[config.mk]
export PLATFORM = sky130hd
export DESIGN_NAME = multicycle_control
export DESIGN_NICKNAME = d
export VERILOG_FILES = /design/src/rtl/multicycle_control.sv
export SDC_FILE = /design/constraint.sdc
export NUM_CORES = 1
export LEC_CHECK = 0
export CAP_MARGIN = 20
export CORE_MARGIN = 2
export CORE_UTILIZATION = 25
export DETAILED_ROUTE_END_ITERATION = 8
export PLACE_DENSITY_LB_ADDON = 0.15
export SYNTH_ARGS = -nofsm -noshare
export SYNTH_HDL_FRONTEND = slang
export SYNTH_SLANG_ARGS = --single-unit
[constraint.sdc]
create_clock -name clk -period 4.5 [get_ports clk]
set_input_delay 0.9 -clock clk [delete_from_list [all_inputs] [get_ports clk]]
set_output_delay 0.9 -clock clk [all_outputs]
set_load 0.1 [all_outputs]
[src/rtl/multicycle_control.sv]
// Multi-cycle MIPS control FSM: sequences fetch/decode/execute/memory/write-back
// and drives the shared ALU / shared memory datapath selects and strobes.
module multicycle_control #(
  parameter int unsigned ALUOP_W     = 3,
  parameter int unsigned MEM_WAIT_EN = 1
) (
  input  logic               clk,
  input  logic               reset,
  input  logic [5:0]         OP,
  input  logic               Zero,
  input  logic               mem_ready,
  output logic               PCWrite,
  output logic               IorD,
  output logic               MemRead,
  output logic               MemWrite,
  output logic               IRWrite,
  output logic               RegWrite,
  output logic               MemtoReg,
  output logic               RegDst,
  output logic               ALUSrcA,
  output logic [1:0]         ALUSrcB,
  output logic [1:0]         PCSource,
  output logic [ALUOP_W-1:0] ALUOp,
  output logic [3:0]         State,
  output logic               IllegalOp
);

  typedef enum logic [3:0] {
    S_FETCH     = 4'd0,
    S_DECODE    = 4'd1,
    S_MEM_ADDR  = 4'd2,
    S_MEM_READ  = 4'd3,
    S_MEM_WB    = 4'd4,
    S_MEM_WRITE = 4'd5,
    S_EXEC_R    = 4'd6,
    S_R_WB      = 4'd7,
    S_EXEC_I    = 4'd8,
    S_I_WB      = 4'd9,
    S_BRANCH    = 4'd10,
    S_JUMP      = 4'd11
  } state_t;

  localparam logic [5:0] OP_R    = 6'h00;
  localparam logic [5:0] OP_ADDI = 6'h08;
  localparam logic [5:0] OP_ORI  = 6'h0D;
  localparam logic [5:0] OP_ANDI = 6'h0C;
  localparam logic [5:0] OP_BEQ  = 6'h04;
  localparam logic [5:0] OP_BNE  = 6'h05;
  localparam logic [5:0] OP_LW   = 6'h23;
  localparam logic [5:0] OP_SW   = 6'h2B;
  localparam logic [5:0] OP_J    = 6'h02;

  localparam logic [ALUOP_W-1:0] ALU_ADD   = ALUOP_W'(3'b100);
  localparam logic [ALUOP_W-1:0] ALU_SUB   = ALUOP_W'(3'b011);
  localparam logic [ALUOP_W-1:0] ALU_OR    = ALUOP_W'(3'b101);
  localparam logic [ALUOP_W-1:0] ALU_AND   = ALUOP_W'(3'b110);
  localparam logic [ALUOP_W-1:0] ALU_FUNCT = ALUOP_W'(3'b111);

  state_t     state_q, state_d;
  logic [5:0] op_q;
  logic       ill_q;
  logic       ill_set;
  logic       done;

  // With waiting disabled every memory access is treated as completing at once.
  assign done      = mem_ready || (MEM_WAIT_EN == 0);
  assign State     = state_q;
  assign IllegalOp = ill_q;

  // State, latched opcode and sticky illegal flag registers.
  always_ff @(posedge clk or negedge reset) begin
    if (!reset) begin
      state_q <= S_FETCH;
      op_q    <= '0;
      ill_q   <= 1'b0;
    end else begin
      state_q <= state_d;
      if (state_q == S_DECODE) op_q <= OP;
      if (ill_set)             ill_q <= 1'b1;
    end
  end

  // Next-state logic; DECODE dispatches on the live opcode, later states on op_q.
  always_comb begin
    state_d = state_q;
    ill_set = 1'b0;
    case (state_q)
      S_FETCH:     if (done) state_d = S_DECODE;
      S_DECODE: begin
        case (OP)
          OP_R:                     state_d = S_EXEC_R;
          OP_ADDI, OP_ORI, OP_ANDI: state_d = S_EXEC_I;
          OP_LW, OP_SW:             state_d = S_MEM_ADDR;
          OP_BEQ, OP_BNE:           state_d = S_BRANCH;
          OP_J:                     state_d = S_JUMP;
          default: begin
            state_d = S_FETCH;
            ill_set = 1'b1;
          end
        endcase
      end
      S_MEM_ADDR:  state_d = (op_q == OP_SW) ? S_MEM_WRITE : S_MEM_READ;
      S_MEM_READ:  if (done) state_d = S_MEM_WB;
      S_MEM_WB:    state_d = S_FETCH;
      S_MEM_WRITE: if (done) state_d = S_FETCH;
      S_EXEC_R:    state_d = S_R_WB;
      S_R_WB:      state_d = S_FETCH;
      S_EXEC_I:    state_d = S_I_WB;
      S_I_WB:      state_d = S_FETCH;
      S_BRANCH:    state_d = S_FETCH;
      S_JUMP:      state_d = S_FETCH;
      default:     state_d = S_FETCH;
    endcase
  end

  // Datapath controls decoded from state and op_q; strobes are gated off during reset.
  always_comb begin
    PCWrite  = 1'b0;
    IorD     = 1'b0;
    MemRead  = 1'b0;
    MemWrite = 1'b0;
    IRWrite  = 1'b0;
    RegWrite = 1'b0;
    MemtoReg = 1'b0;
    RegDst   = 1'b0;
    ALUSrcA  = 1'b0;
    ALUSrcB  = 2'b00;
    PCSource = 2'b00;
    ALUOp    = '0;
    case (state_q)
      S_FETCH: begin
        MemRead = 1'b1;
        ALUSrcB = 2'b01;
        ALUOp   = ALU_ADD;
        IRWrite = done;
        PCWrite = done;
      end
      S_DECODE: begin
        ALUSrcB = 2'b11;
        ALUOp   = ALU_ADD;
      end
      S_MEM_ADDR: begin
        ALUSrcA = 1'b1;
        ALUSrcB = 2'b10;
        ALUOp   = ALU_ADD;
      end
      S_MEM_READ: begin
        MemRead = 1'b1;
        IorD    = 1'b1;
      end
      S_MEM_WB: begin
        RegWrite = 1'b1;
        MemtoReg = 1'b1;
      end
      S_MEM_WRITE: begin
        MemWrite = 1'b1;
        IorD     = 1'b1;
      end
      S_EXEC_R: begin
        ALUSrcA = 1'b1;
        ALUOp   = ALU_FUNCT;
      end
      S_R_WB: begin
        RegWrite = 1'b1;
        RegDst   = 1'b1;
      end
      S_EXEC_I: begin
        ALUSrcA = 1'b1;
        ALUSrcB = 2'b10;
        case (op_q)
          OP_ORI:  ALUOp = ALU_OR;
          OP_ANDI: ALUOp = ALU_AND;
          default: ALUOp = ALU_ADD;
        endcase
      end
      S_I_WB: RegWrite = 1'b1;
      S_BRANCH: begin
        ALUSrcA  = 1'b1;
        ALUOp    = ALU_SUB;
        PCSource = 2'b01;
        PCWrite  = ((op_q == OP_BEQ) && Zero) || ((op_q == OP_BNE) && !Zero);
      end
      S_JUMP: begin
        PCSource = 2'b10;
        PCWrite  = 1'b1;
      end
      default: ;
    endcase
    if (!reset) begin
      PCWrite  = 1'b0;
      IRWrite  = 1'b0;
      RegWrite = 1'b0;
      MemWrite = 1'b0;
      MemRead  = 1'b0;
    end
  end

endmodule
==> results of run 1 <==
cells in the final DEF, fill, tap and decap left out, types with 2 or more instances in the layout:
| master | instances |
|---|---|
| a21oi_1 | 3 |
| a22oi_1 | 2 |
| a31oi_1 | 3 |
| and2_1 | 2 |
| and3_1 | 3 |
| buf_4 | 13 |
| clkbuf_4 | 3 |
| clkdlybuf4s50_1 | 18 |
| dfrtp_1 | 11 |
| mux2_1 | 5 |
| mux2i_1 | 2 |
| nand2_1 | 5 |
| nand2b_1 | 3 |
| nand3_1 | 3 |
| nand4b_1 | 2 |
| nor2_1 | 10 |
| nor2b_1 | 7 |
| nor3_1 | 3 |
| nor3b_1 | 2 |
| nor4b_1 | 3 |
| o21a_1 | 2 |
| o21ai_0 | 2 |
| o21ai_1 | 6 |
| xnor2_1 | 3 |
through the flow:
stage | utilization | std cells | hold WS, ns
2_1_floorplan | - | 105 | 0.461
3_3_place_gp | 0.357 | 176 | 0.458
3_5_place_dp | 0.357 | 176 | 0.460
4_1_cts | 0.365 | 180 | 0.481
5_1_grt | 0.365 | 180 | 0.520
6_report | 0.365 | 180 | 0.474
sequential cells by signal (all words and copies together) (netlist names):
name	flops
State	4
op_q	6
IllegalOp	1
worst max path at each step:
stage / start / slack, ns / cells past startpoint / endpoint
finish: State[2]$_DFFE_PN0P_ / 0.99 / 3 / RegDst
global route: State[2]$_DFFE_PN0P_ / 0.84 / 3 / RegDst
detailed placement: mem_ready / 1.24 / 6 / PCWrite
CTS: State[2]$_DFFE_PN0P_ / 0.97 / 3 / RegDst
floorplan: State[0]$_DFFE_PN0P_ / 0.06 / 3 / MemtoReg
global placement: mem_ready / 1.23 / 6 / PCWrite
Yosys cell counts (3+ instances only):
library cell | instances | area (um^2)
a21oi_1 | 3 | 15.0
a31oi_1 | 3 | 18.8
and3_1 | 3 | 18.8
buf_2 | 4 | 20.0
dfrtp_1 | 11 | 275
mux2_1 | 5 | 56.3
nand2_1 | 5 | 18.8
nand2b_1 | 3 | 18.8
nand3_1 | 3 | 15.0
nor2_1 | 10 | 37.5
nor2b_1 | 7 | 43.8
nor3_1 | 3 | 15.0
nor3b_1 | 3 | 22.5
nor4b_1 | 4 | 35.0
o21ai_1 | 6 | 30.0
xnor2_1 | 3 | 26.3
cell type report:
| cell class | instances | area [um^2] |
|---|---|---|
| Clock buffer | 4 | 26.3 |
| Fill cell | 365 | 2150 |
| Inverter | 1 | 3.75 |
| Multi-Input combinational cell | 87 | 596 |
| Sequential cell | 11 | 275 |
| Tap cell | 46 | 57.6 |
| Timing Repair Buffer | 31 | 278 |
cells by family (layout without fill, tap and decap cells):
logic type | count (synthesis) | count (layout) | share of synthesized area
buffers and inverters | 7 | 36 | 0.0351
AO/OA/AOI/OAI | 24 | 24 | 0.183
multiplexers | 7 | 7 | 0.0857
flip-flops | 11 | 11 | 0.309
XOR/XNOR | 4 | 4 | 0.0393
AND/OR/NAND/NOR | 52 | 52 | 0.348
per-layer routing:
layer  GRT usage  up-vias  part of all wire
li1            -      452                 -
met1       0.179      414              0.52
met2       0.171       25              0.42
met3      0.0196        2             0.048
met4      0.0571        0            0.0083
met5           0        -                 0
==> summary.txt, run 1 <==
Outcome
  • Status: completed

Global route
  • First-pass GRT wire length: 3.86 mm
  • Vias in the first global route: 763
  • Grt ovf: 0
  • Initial antenna violation count: 0
  • Largest net degree at the start of global routing: 27
  • Gr usage total: 0.122

CTS
  • Clock Path Buffers: 2
  • Post-CTS setup buffer count: 0
  • CTS tree: done
  • CTS resizes: 0
  • Later-pin clock latency in the skew report: 0.27 ns
  • TritonCTS buffer count: 3
  • Clock slew at reported path FFs: 0.08 ns
  • CTS Sinks: 11
  • H-tree level count: 1
  • Hold buffer count at cts: 0
  • CTS Root Cell: clkbuf_4

Detailed routing
  • Vias per inst: 4.96
  • DRC viols: 0
  • First-pass detailed-route iteration total: 4
  • Antenna viol nets, final: 0
  • Starting DRC count in detailed routing: 35
  • Detailed-route wire length per cell: 13.5 um
  • Routed WL: 2.42 mm
  • Via count: 893

Place
  • Place WS: 1.24 ns
  • Gpl congestion: 0.769
  • Port Buf Inserts: 30
  • Placement-stage cell area: 0.00121 mm^2
  • Hpwl dp: 1.75 mm

Timing
  • Final period utilization: 0.781
  • Slew margin rel.: 0.356
  • Final setup TNS: 0 ns
  • Setup ws final: 0.986 ns
  • Setup Skew: 0.00929 ns
  • Pins over their slew limit: 0
  • Final hold violations: 0
  • # setup viols final: 0
  • Tmin final: 3.51 ns
  • RSZ-0062 raised after global routing: false
  • Fmax: 285 MHz
  • Worst-Margin Slew: 0.963 ns

Die
  • Die width: 63.7 um
  • Initial Utilization: 0.263
  • Die area: 0.00406 mm^2
  • Die Y: 63.7 um
  • Number of placement rows: 21
  • Core ar.: 0.00339 mm^2
  • Io pins: 31

Yosys
  • Ys flop type: dfrtp_1
  • Syn_area_per_cell: 8.48 um^2
  • Async S/R FF share, synth: 1.00
  • Mapped Area: 891 um^2
  • Synthesized instance count: 105
  • Synth unique cells: 38
  • Synth Net Count: 115
  • #FFs+latches synth: 11
  • Warnings, synthesis: 0
  • EDFF count, synth: 0
  • Register area share after synthesis: 0.309

Critical path
  • Crit. End Element: output pin
  • Reg2Reg Depth: 3
  • Arr. time, crit path: 2.61 ns
  • Crit Path Max Fanout: 16
  • R2R Path Start: State[0]$_DFFE_PN0P_
  • R2R Setup Slk: 2.51 ns
  • CP delay by family, top: buffers and inverters
  • Largest stage delay, worst path: 1.13 ns
  • RR Endpoint: op_q[3]$_DFFE_PN0P_
  • Slowest CP cell: clkdlybuf4s50_1
  • CP Cell Sequence: nor2b_1, and3_1, clkdlybuf4s50_1
  • Required time of the worst setup path: 3.60 ns
  • Worst Path Buf+Inv: 1
  • CP Launch Type: flop
  • CP Class: reg -> out

Flow run
  • Max-Cap Viols: 0

Layout
  • N_diodes: 0
  • Layout cells sized above 1: 0.149
  • Design Area, Final: 0.00124 mm^2
  • Area Overhead vs Synth: 38.8%
  • NumNets Final: 145

Worst hold path
  • HP Start: IllegalOp$_DFFE_PN0P_
  • HP Class: reg -> reg
  • Hold path endpoint: IllegalOp$_DFFE_PN0P_
  • Hold Path Cell Cnt: 1
Power of run 1 is not shown: default switching activity piles up to over one toggle a cycle in this logic, so the estimate is an artifact.
==> inputs of run 2 (changes only) <==
clock period = 3.45 ns   (was 4.5 ns; I/O delays follow)
==> summary.txt, run 2 (same netlist as run 1, synthesis figures left out) <==
Timing
  • RSZ-0062 raised after global routing: false
  • Setup Skew: 0.00444 ns
  • Final setup TNS: 0 ns
  • Pins over their slew limit: 0
  • Worst-Margin Slew: 0.849 ns
  • Tmin final: 2.81 ns
  • Slew margin rel.: 0.434
  • Fmax: 355 MHz
  • Final period utilization: 0.816
  • # setup viols final: 0
  • Final hold violations: 0

Global route
  • Initial antenna violation count: 0
  • Gr usage total: 0.134
  • First-pass GRT wire length: 4.38 mm
  • Grt ovf: 0
  • Largest net degree at the start of global routing: 27
  • Vias in the first global route: 897

Die
  • Initial Utilization: 0.263
  • Io pins: 31
  • Die width: 63.7 um
  • Die Y: 63.7 um
  • Core ar.: 0.00339 mm^2
  • Die area: 0.00406 mm^2
  • Number of placement rows: 21

Layout
  • N_diodes: 0
  • Layout cells sized above 1: 0.279
  • Most flops, register: op_q
  • Area Overhead vs Synth: 47.8%
  • Final core utilization: 0.388
  • Most frequent cells in the layout: buf_4 (19), dfrtp_1 (11), nor2_1 (10)
  • Max reg flops: 6
  • Leading cell type in the layout, fill and taps excluded: buf_4
  • NumNets Final: 147
  • Number of fill cells: 340

Critical path
  • CP Class: in -> out
  • Required time of the worst setup path: 2.76 ns
  • CP Launch Type: input port
  • Arr. time, crit path: 2.12 ns
  • CP Cell Sequence: clkdlybuf4s50_1, nor4b_1, a31oi_1, nor2_1, o21a_1, buf_12
  • Slowest CP cell: clkdlybuf4s50_1
  • Worst Path Buf+Inv: 2
  • Crit. End Element: output pin
  • Largest stage delay, worst path: 0.59 ns
  • CP delay by family, top: buffers and inverters
  • Crit Path Max Fanout: 6

Detailed routing
  • Detailed-route wire length per cell: 14.0 um
  • Starting DRC count in detailed routing: 49
  • Antenna viol nets, final: 0
  • Vias per inst: 5.13
  • Routed WL: 2.56 mm
  • First-pass detailed-route iteration total: 4
  • Via count: 933
  • DRC viols: 0

CTS
  • CTS Sinks: 11
  • CTS tree: done
  • CTS Root Cell: clkbuf_4
  • CTS resizes: 0
  • TritonCTS buffer count: 3
  • Post-CTS setup buffer count: 0
  • Clock slew at reported path FFs: 0.07 ns
  • H-tree level count: 1
  • Clock Path Buffers: 2
  • Later-pin clock latency in the skew report: 0.26 ns
  • Hold buffer count at cts: 0

Outcome
  • Status: completed

Place
  • Hpwl dp: 1.91 mm
  • Gpl congestion: 0.814
  • Port Buf Inserts: 30

Worst hold path
  • HP Class: reg -> reg

Flow run
  • Max-Cap Viols: 0
-- run 2: path summary, 6_finish.rpt --
path,start,endpoint,cells past startpoint,slack [ns]
worst max-delay path,mem_ready,PCWrite,6,0.64
worst min-delay path,IllegalOp$_DFFE_PN0P_,IllegalOp$_DFFE_PN0P_,1,0.49
worst max register to register,State[0]$_DFFE_PN0P_,op_q[0]$_DFFE_PN0P_,3,1.38
worst min register to register,IllegalOp$_DFFE_PN0P_,IllegalOp$_DFFE_PN0P_,1,0.49
max in group asynchronous,reset,op_q[0]$_DFFE_PN0P_,2,2.46
min in group asynchronous,reset,IllegalOp$_DFFE_PN0P_,2,0.83
-- run 2: final cells by class --
class	instances	area, um^2	share of cell area
flip-flops and latches	11	275	0.209
clock buffers	4	26.3	0.0200
multi-input cells	87	621	0.471
well taps	46	57.6	0.0437
inverters	1	3.75	0.00285
repair buffers	33	333	0.253
-- run 2: through the flow --
stage	area [um^2]	cells	setup WS [ns]	hold WS (ns)
after floorplan	927	105	-0.336	0.394
after global routing	1320	182	0.461	0.532
after detailed placement	1290	178	0.631	0.462
final	1320	182	0.636	0.491
after CTS	1320	182	0.634	0.489
after global placement	1290	178	0.636	0.458
-- run 2: routing by layer --
layer  vias up  GRT usage  routed length (um)
met3         4     0.0321                 160
met2        36      0.192                1180
met1       439      0.195                1180
met5         -          0                   0
li1        454          -                   -
met4         0     0.0435                  38
Power of run 2 is left out for the same reason.
==> inputs of run 3 (changes only) <==
clock period = 2.3 ns   (was 3.45 ns; I/O delays follow)
==> summary.txt, run 3 (same netlist as run 1, synthesis figures left out) <==
Detailed routing
  • Antenna viol nets, final: 0
  • Detailed-route wire length per cell: 14.2 um
  • First-pass detailed-route iteration total: 4
  • DRC viols: 0
  • Via count: 988
  • Starting DRC count in detailed routing: 27
  • Routed WL: 2.71 mm
  • Vias per inst: 5.17

CTS
  • CTS Root Cell: clkbuf_4
  • Later-pin clock latency in the skew report: 0.27 ns
  • H-tree level count: 1
  • TritonCTS buffer count: 3
  • CTS tree: done
  • Clock slew at reported path FFs: 0.08 ns
  • CTS Sinks: 11
  • Clock Path Buffers: 2
  • Hold buffer count at cts: 0

Layout
  • Most flops, register: op_q
  • N_diodes: 0
  • Max reg flops: 6
  • Area Overhead vs Synth: 86.7%
  • Number of fill cells: 319
  • Design Area, Final: 0.00166 mm^2
  • Final core utilization: 0.491
  • NumNets Final: 156
  • Layout cells sized above 1: 0.434
  • Leading cell type in the layout, fill and taps excluded: buf_12
  • Most frequent cells in the layout: buf_12 (17), buf_4 (16), clkdlybuf4s50_1 (9)

Critical path
  • CP Launch Type: flop
  • Crit. End Element: output pin
  • CP Class: reg -> out
  • Slowest CP cell: dfrtp_4
  • Required time of the worst setup path: 1.84 ns
  • R2R Setup Slk: 0.42 ns
  • Largest stage delay, worst path: 0.54 ns
  • Arr. time, crit path: 1.76 ns
  • Crit Path Max Fanout: 9
  • CP delay by family, top: flip-flops
  • CP Cell Sequence: buf_4, nor2_4, nand2_4, nor4b_4, buf_12
  • Worst Path Buf+Inv: 2

Timing
  • Final period utilization: 0.967
  • Slew margin rel.: 0.657
  • Final hold slack: 0.485 ns
  • Tmin final: 2.22 ns
  • Worst-Margin Slew: 0.512 ns
  • Setup Skew: 0.00645 ns
  • Setup ws final: 0.0770 ns
  • # setup viols final: 0
  • Final hold violations: 0
  • Fmax: 450 MHz
  • Pins over their slew limit: 0

Place
  • Gpl congestion: 0.862
  • Hpwl dp: 2.12 mm
  • Place WS: 0.0930 ns
  • Placement-stage cell area: 0.00159 mm^2
  • Port Buf Inserts: 30

Global route
  • Grt ovf: 0
  • Initial antenna violation count: 0
  • Gr usage total: 0.145
  • Vias in the first global route: 948
  • First-pass GRT wire length: 4.65 mm
  • Largest net degree at the start of global routing: 16

Die
  • Core ar.: 0.00339 mm^2
  • Initial Utilization: 0.263
  • Die area: 0.00406 mm^2
  • Die Y: 63.7 um
  • Die width: 63.7 um
  • Io pins: 31
  • Number of placement rows: 21

Worst hold path
  • HP Class: reg -> reg

Flow run
  • Max-Cap Viols: 0

Outcome
  • Status: completed
## run 3: cell types whose count changed in the layout (fill, tap and decap cells not counted), moves of 3 or more
cell and change:
dfrtp_1 -4, nor2_1 -3, buf_4 -3, buf_12 +12
dfrtp_4 +4
## run 3: timing repair
action | CTS | global route
setup endpoints to repair | 1 | 4
gates resized for setup | 1 | 2
buffers inserted | 0 | 4
pin swaps | 0 | 2
gates cloned | 0 | 0
## run 3: worst paths after layout
path	start	end	cells past startpoint
min in group asynchronous	reset	State[3]$_DFFE_PN0P_	2
min	IllegalOp$_DFFE_PN0P_	IllegalOp$_DFFE_PN0P_	1
min reg2reg	IllegalOp$_DFFE_PN0P_	IllegalOp$_DFFE_PN0P_	1
max in group asynchronous	reset	State[1]$_DFFE_PN0P_	2
max	State[2]$_DFFE_PN0P_	IRWrite	5
max reg2reg	State[0]$_DFFE_PN0P_	op_q[5]$_DFFE_PN0P_	4
## run 3: worst register-to-register path, cell delays in order, from the launching register on
cell and delay [ns]:
dfrtp_4 0.57, buf_4 0.28, nand2b_1 0.13, nor3_2 0.41, mux2_1 0.38
## run 3: final cells by class
cell class              count  area (um^2)  share of cell area
well taps                  46         57.6              0.0346
flip-flops and latches     11          290               0.175
repair buffers             42          551               0.331
inverters                   1         3.75             0.00226
clock buffers               4         26.3              0.0158
multi-input cells          87          734               0.442
## run 3: layer usage
metal,vias up,part of all wire,GRT usage
li1,478,-,-
met1,475,0.44,0.183
met2,31,0.50,0.249
met3,4,0.045,0.0250
met4,0,0.013,0.0489
met5,-,0,0
## run 3: through the flow
step | setup TNS, ns | std cells
CTS | 0 | 187
global placement | 0 | 183
detailed placement | 0 | 183
finish | 0 | 191
floorplan | -0.606 | 105
global route | -0.00777 | 191
Power of run 3 is left out for the same reason.
